## config.mk

```make
export PLATFORM = sky130hd
export DESIGN_NAME = phase_sequencer
export DESIGN_NICKNAME = d
export VERILOG_FILES = /design/src/rtl/phase_sequencer.sv
export SDC_FILE = /design/constraint.sdc
export NUM_CORES = 1
export LEC_CHECK = 0
export ABC_AREA = 1
export CAP_MARGIN = 20
export CORE_ASPECT_RATIO = 0.6
export CORE_MARGIN = 4
export CORE_UTILIZATION = 35
export DETAILED_ROUTE_END_ITERATION = 6
export PLACE_DENSITY = 0.59
export RECOVER_POWER = 50
export SYNTH_ARGS = -nofsm -noshare
export SYNTH_HDL_FRONTEND = slang
export SYNTH_SLANG_ARGS = --single-unit
```

## constraint.sdc

```tcl
create_clock -name clk -period 1.45 [get_ports clk]
set_input_delay 0.3625 -clock clk [delete_from_list [all_inputs] [get_ports clk]]
set_output_delay 0.3625 -clock clk [all_outputs]
set_load 0.01 [all_outputs]
```

## src/rtl/phase_sequencer.sv

```systemverilog
// One-hot phase-enable sequencer with fetch strobe, held core reset and machine-cycle counter; outputs registered, 1-cycle latency.
// Stall freezes the sequence with all enables low; define PHASE_SEQ_GAP_EN to insert a dead cycle after each phase.
module phase_sequencer #(
    parameter int NUM_PHASES  = 2,
    parameter int DIV         = 1,
    parameter int RST_HOLD    = 4,
    parameter int FETCH_PHASE = 0,
    parameter int CNT_W       = 16
) (
    input  logic                  clk,
    input  logic                  rstreq,
    input  logic                  stall,
    output logic [NUM_PHASES-1:0] phase,
    output logic                  fetch,
    output logic                  rst,
    output logic                  running,
    output logic [CNT_W-1:0]      mcycle
);

    localparam int IDX_W  = (NUM_PHASES > 2) ? $clog2(NUM_PHASES) : 1;
    localparam int DIV_W  = (DIV > 1) ? $clog2(DIV) : 1;
    localparam int HOLD_W = (RST_HOLD > 1) ? $clog2(RST_HOLD) : 1;

    localparam logic [IDX_W-1:0]      LAST_IDX  = IDX_W'(NUM_PHASES - 1);
    localparam logic [IDX_W-1:0]      FETCH_IDX = IDX_W'(FETCH_PHASE);
    localparam logic [DIV_W-1:0]      DIV_LAST  = DIV_W'(DIV - 1);
    localparam logic [HOLD_W-1:0]     HOLD_LAST = HOLD_W'(RST_HOLD - 1);
    localparam logic [NUM_PHASES-1:0] ONE       = NUM_PHASES'(1);

`ifdef PHASE_SEQ_GAP_EN
    localparam logic GAP_EN = 1'b1;
`else
    localparam logic GAP_EN = 1'b0;
`endif

    generate
        if (NUM_PHASES < 2 || NUM_PHASES > 8) begin : g_err_num_phases
            $error("phase_sequencer: NUM_PHASES must be in 2..8");
        end
        if (DIV < 1) begin : g_err_div
            $error("phase_sequencer: DIV must be >= 1");
        end
        if (RST_HOLD < 1) begin : g_err_rst_hold
            $error("phase_sequencer: RST_HOLD must be >= 1");
        end
        if (FETCH_PHASE < 0 || FETCH_PHASE >= NUM_PHASES) begin : g_err_fetch_phase
            $error("phase_sequencer: FETCH_PHASE must be < NUM_PHASES");
        end
        if (CNT_W < 1) begin : g_err_cnt_w
            $error("phase_sequencer: CNT_W must be >= 1");
        end
    endgenerate

    typedef enum logic [1:0] {
        RESET = 2'd0,
        HOLD  = 2'd1,
        RUN   = 2'd2
    } state_t;

    state_t                  state_q, state_d;
    logic [HOLD_W-1:0]       hold_q, hold_d;
    logic [DIV_W-1:0]        div_q, div_d;
    logic [IDX_W-1:0]        idx_q, idx_d;
    logic                    gap_q, gap_d;
    logic                    fired_q, fired_d;
    logic [CNT_W-1:0]        mcycle_q, mcycle_d;
    logic [NUM_PHASES-1:0]   phase_q, phase_d;
    logic                    fetch_q, fetch_d;
    logic                    rst_q, rst_d;
    logic                    running_q, running_d;
    logic                    adv;
    logic                    show;

    always_comb begin
        state_d   = state_q;
        hold_d    = hold_q;
        div_d     = div_q;
        idx_d     = idx_q;
        gap_d     = gap_q;
        fired_d   = fired_q;
        mcycle_d  = mcycle_q;
        rst_d     = rst_q;
        running_d = running_q;
        phase_d   = '0;
        fetch_d   = 1'b0;
        adv       = 1'b0;
        show      = 1'b0;

        case (state_q)
            RESET: state_d = HOLD;
            HOLD: begin
                if (hold_q == HOLD_LAST) begin
                    state_d   = RUN;
                    rst_d     = 1'b0;
                    running_d = 1'b1;
                    idx_d     = '0;
                    div_d     = '0;
                    gap_d     = 1'b0;
                    fired_d   = 1'b0;
                    show      = !stall;
                end else begin
                    hold_d = hold_q + 1'b1;
                end
            end
            RUN: begin
                // phase_q == 0 outside a gap means the previous cycle was stalled: re-show the frozen phase
                if (!stall) begin
                    if (gap_q) begin
                        gap_d = 1'b0;
                        adv   = 1'b1;
                        show  = 1'b1;
                    end else if (phase_q == '0) begin
                        show = 1'b1;
                    end else if (div_q == DIV_LAST) begin
                        div_d = '0;
                        if (GAP_EN) begin
                            gap_d = 1'b1;
                        end else begin
                            adv  = 1'b1;
                            show = 1'b1;
                        end
                    end else begin
                        div_d = div_q + 1'b1;
                        show  = 1'b1;
                    end
                end
            end
            default: state_d = RESET;
        endcase

        if (adv) begin
            fired_d = 1'b0;
            if (idx_q == LAST_IDX) begin
                idx_d    = '0;
                mcycle_d = mcycle_q + 1'b1;
            end else begin
                idx_d = idx_q + 1'b1;
            end
        end

        // fired_q marks that the current occupancy already produced its fetch pulse
        if (show) begin
            phase_d = ONE << idx_d;
            if (idx_d == FETCH_IDX && !fired_d) begin
                fetch_d = 1'b1;
                fired_d = 1'b1;
            end
        end
    end

    always_ff @(posedge clk or posedge rstreq) begin
        if (rstreq) begin
            state_q   <= RESET;
            hold_q    <= '0;
            div_q     <= '0;
            idx_q     <= '0;
            gap_q     <= 1'b0;
            fired_q   <= 1'b0;
            mcycle_q  <= '0;
            phase_q   <= '0;
            fetch_q   <= 1'b0;
            rst_q     <= 1'b1;
            running_q <= 1'b0;
        end else begin
            state_q   <= state_d;
            hold_q    <= hold_d;
            div_q     <= div_d;
            idx_q     <= idx_d;
            gap_q     <= gap_d;
            fired_q   <= fired_d;
            mcycle_q  <= mcycle_d;
            phase_q   <= phase_d;
            fetch_q   <= fetch_d;
            rst_q     <= rst_d;
            running_q <= running_d;
        end
    end

    assign phase   = phase_q;
    assign fetch   = fetch_q;
    assign rst     = rst_q;
    assign running = running_q;
    assign mcycle  = mcycle_q;

endmodule

```

==> run metrics, run 1 <==
dominant register cell in the synthesized netlist dfrtp_1; number of warnings reported in the yosys synthesis log 0; arrival time at the worst endpoint 1.63 ns; max cap viols 0; number of sinks handled by clock tree synthesis 27; maximum clock frequency 690 MHz; area growth from synthesis to layout 37.0%; DRC violation count after routing 0; global routing usage summed across all routing layers 13.3%; top cells by area in the synthesized netlist dfrtp_1, nand2_1, inv_1; Pre-Repair DR Iteration Count 4; layout filler cell count 348; vias in the first global route 1,215; total congestion overflow after global routing 0; average cell area after synthesis 8.74 sq um; critical-path cell list inv_2 -> ha_4 -> inv_2 -> nor2_4 -> nand3_4 -> nor2_8 -> nand2_1 -> nand2_1 -> nand2_1; number of inserted diodes 0; Worst Clk Skew 0.00164 ns; Final GP Congestion 0.827; class of the tightest hold or removal check in -> async; EDFF count, synth 0; vias post-DR 1,188; initial DRC count 24; instance area at placement 0.00187 sq mm; Max Buffers Root-to-Sink 2; Port Buf Inserts 23; post-layout net count 227; H-tree depth 1; count of endpoints failing setup in the final report 0; standard cell with the maximum stage delay on the critical path dfrtp_1; post-route cell area 0.00199 sq mm; full die area 0.00527 sq mm; Synth cell types 25; Post-DP HPWL 2.31 mm; asr flop ratio synth 100%; final-report max-slew violation count 0; type of destination of the critical path flip-flop; cells on worst reg2reg path 9; synthesized netlist cell count 166; clock latency reported for the late side of the worst-skew pair 0.27 ns; via density per instance 4.50; area share of the largest cell type after synthesis 44.8%; clock period minus final worst setup slack 1.45 ns; remaining antenna violation count 0; wire length of the first global-routing pass 5.62 mm; chip width 91.1 microns; CTS root buffer clkbuf_8; final wirelength 3.27 mm; top fanout value on the critical path 7; synthesized flop and latch total 27; crit path launch type flip-flop; worst hold-check slack 0.389 ns; Die Ht 57.9 microns; Critical Path Most Common Cell nand2_1; classification of the worst setup path reg -> reg; share of post-route cells with drive strength above 1 26.7%; core area 0.00383 sq mm; crit-path max cell delay 0.41 ns; Pwr Total 2.05 mW; required time at the worst-slack endpoint 1.63 ns; final core utilization 51.9%; cts hold-fix bufs 0; Final period util 100%; leakage power 1.12 nW; worst IR drop on VDD 0.000803 V; total CTS buffers 3; number of cell rows 17; setup repair after global routing missed its margin true; effective utilization at floorplan 37.9%; sequential-to-total area share from yosys stat 46.6%; post-DR wirelength/cell 12.4 microns; most area-hungry cell type in the Yosys netlist dfrtp_1; largest net degree at the start of global routing 25; status complete, no violations; top library cells by usage in the layout, fill and taps aside nand2_1, dfrtp_1, inv_1, buf_4, dlygate4sd2_1; Worst-Margin Slew 0.633 ns; clock input transition at the sequential cells of the worst setup and hold paths 0.10 ns; most common library cell in the layout ignoring fill and taps nand2_1; clock tree from TritonCTS done; worst max-slew margin expressed relative to the limit 57.8%; antenna violations before repair 0; final hold violation count 0; I/O pin count 24; synthesized net count 175; netlist area before placement 0.00145 sq mm; power density over cell area 1030 mW/mm^2
state kept, by name, summed over array words and instances (netlist names):
register and flops:
rst 1, idx_q 1, phase 2, hold_q 2
mcycle 16, fetch 1, state_q 2, running 1
fired_q 1
final cells by class:
| type | instances | area, sq um | area share [%] |
|---|---|---|---|
| Multi-Input combinational cell | 116 | 746 | 37.5 |
| Sequential cell | 27 | 677 | 34.0 |
| Timing Repair Buffer | 45 | 368 | 18.5 |
| Inverter | 25 | 93.8 | 4.72 |
| Tap cell | 47 | 58.8 | 2.96 |
| Clock buffer | 4 | 45.0 | 2.27 |
worst max-delay path, delay by kind of cell (launching register included):
family                     cells  cell delay (ns)
adders and majority gates      1             0.13
buffers and inverters          2             0.12
and+or+nand+nor                6             0.68
DFF                            1             0.41
cells by family after synthesis:
| family | count (synthesis) | share of synthesized area, % |
|---|---|---|
| xor+xnor | 7 | 5.26 |
| mux | 1 | 0.776 |
| fa+ha+maj | 6 | 5.17 |
| simple gates | 95 | 33.8 |
| flops | 27 | 46.6 |
| compound gates | 5 | 1.90 |
| buf+inv | 25 | 6.47 |
synth_stat cells (3+ instances only):
cell and instances:
nand3b_1 6, nor2_1 14, dfrtp_1 26, nand2_1 53
nor2_4 4, xor2_1 3, a21oi_1 3, nand2_2 3
ha_1 6, inv_1 24, nand3_1 6
final timing paths:
check / from / endpoint / slack [ns]
setup / recovery: state_q[0] / mcycle[12] / 0.00007
hold / removal: rstreq / running / 0.39
setup reg to reg: state_q[0] / mcycle[12] / 0.00007
hold reg to reg: rst / rst / 0.45
max in group asynchronous: rstreq / fetch / 0.24
min in group clk: rst / rst / 0.45
through the flow:
step	TNS, ns	worst slack (ns)	instances
CTS	-0.0158	-0.0113	264
floorplan	0	0.0680	166
detailed placement	-3.55	-0.233	252
global placement	-2.75	-0.180	252
finish	0	0.0000675	264
global route	-0.760	-0.103	264
power breakdown:
part | internal [mW] | switching (mW) | leakage (nW) | total (mW)
clock | 0.197 | 0.245 | 0.0228 | 0.442
combinational | 0.288 | 0.378 | 0.757 | 0.665
sequential | 0.862 | 0.0844 | 0.339 | 0.946
metal layers:
layer	vias to the layer above	track usage (%)	part of all wire (%)
li1	606	-	-
met1	557	18.3	51
met2	23	20.5	44
met3	2	3.76	4.2
met4	0	3.65	0.52
met5	-	0	0
timing repair:
action | in CTS | in global routing
setup buffers | 6 | 0
pin swaps | 4 | 9
endpoints found under the hold margin | 0 | 0
gates cloned | 2 | 0
setup endpoints to repair | 30 | 21
resized for setup | 25 | 11
No activity file was read; power rests on OpenSTA's default activity.
==> run 2: changes to the inputs <==
--- a/config.mk
+++ b/config.mk
@@ -13,6 +13,7 @@
 export DETAILED_ROUTE_END_ITERATION = 6
 export PLACE_DENSITY = 0.59
 export RECOVER_POWER = 50
+export REMOVE_ABC_BUFFERS = 1
 export SYNTH_ARGS = -nofsm -noshare
 export SYNTH_HDL_FRONTEND = slang
 export SYNTH_SLANG_ARGS = --single-unit
==> results of run 2 <==
The final DEF is identical to that of run 1; final timing and power are the same.
==> run 3: changes to the inputs <==
--- a/config.mk
+++ b/config.mk
@@ -6,10 +6,10 @@
 export NUM_CORES = 1
 export LEC_CHECK = 0
 export ABC_AREA = 1
-export CAP_MARGIN = 20
 export CORE_ASPECT_RATIO = 0.6
 export CORE_MARGIN = 4
 export CORE_UTILIZATION = 35
+export CTS_CLUSTER_SIZE = 12
 export DETAILED_ROUTE_END_ITERATION = 6
 export PLACE_DENSITY = 0.59
 export RECOVER_POWER = 50
==> results of run 3 <==
The final DEF is identical to that of run 1; final timing and power are the same.
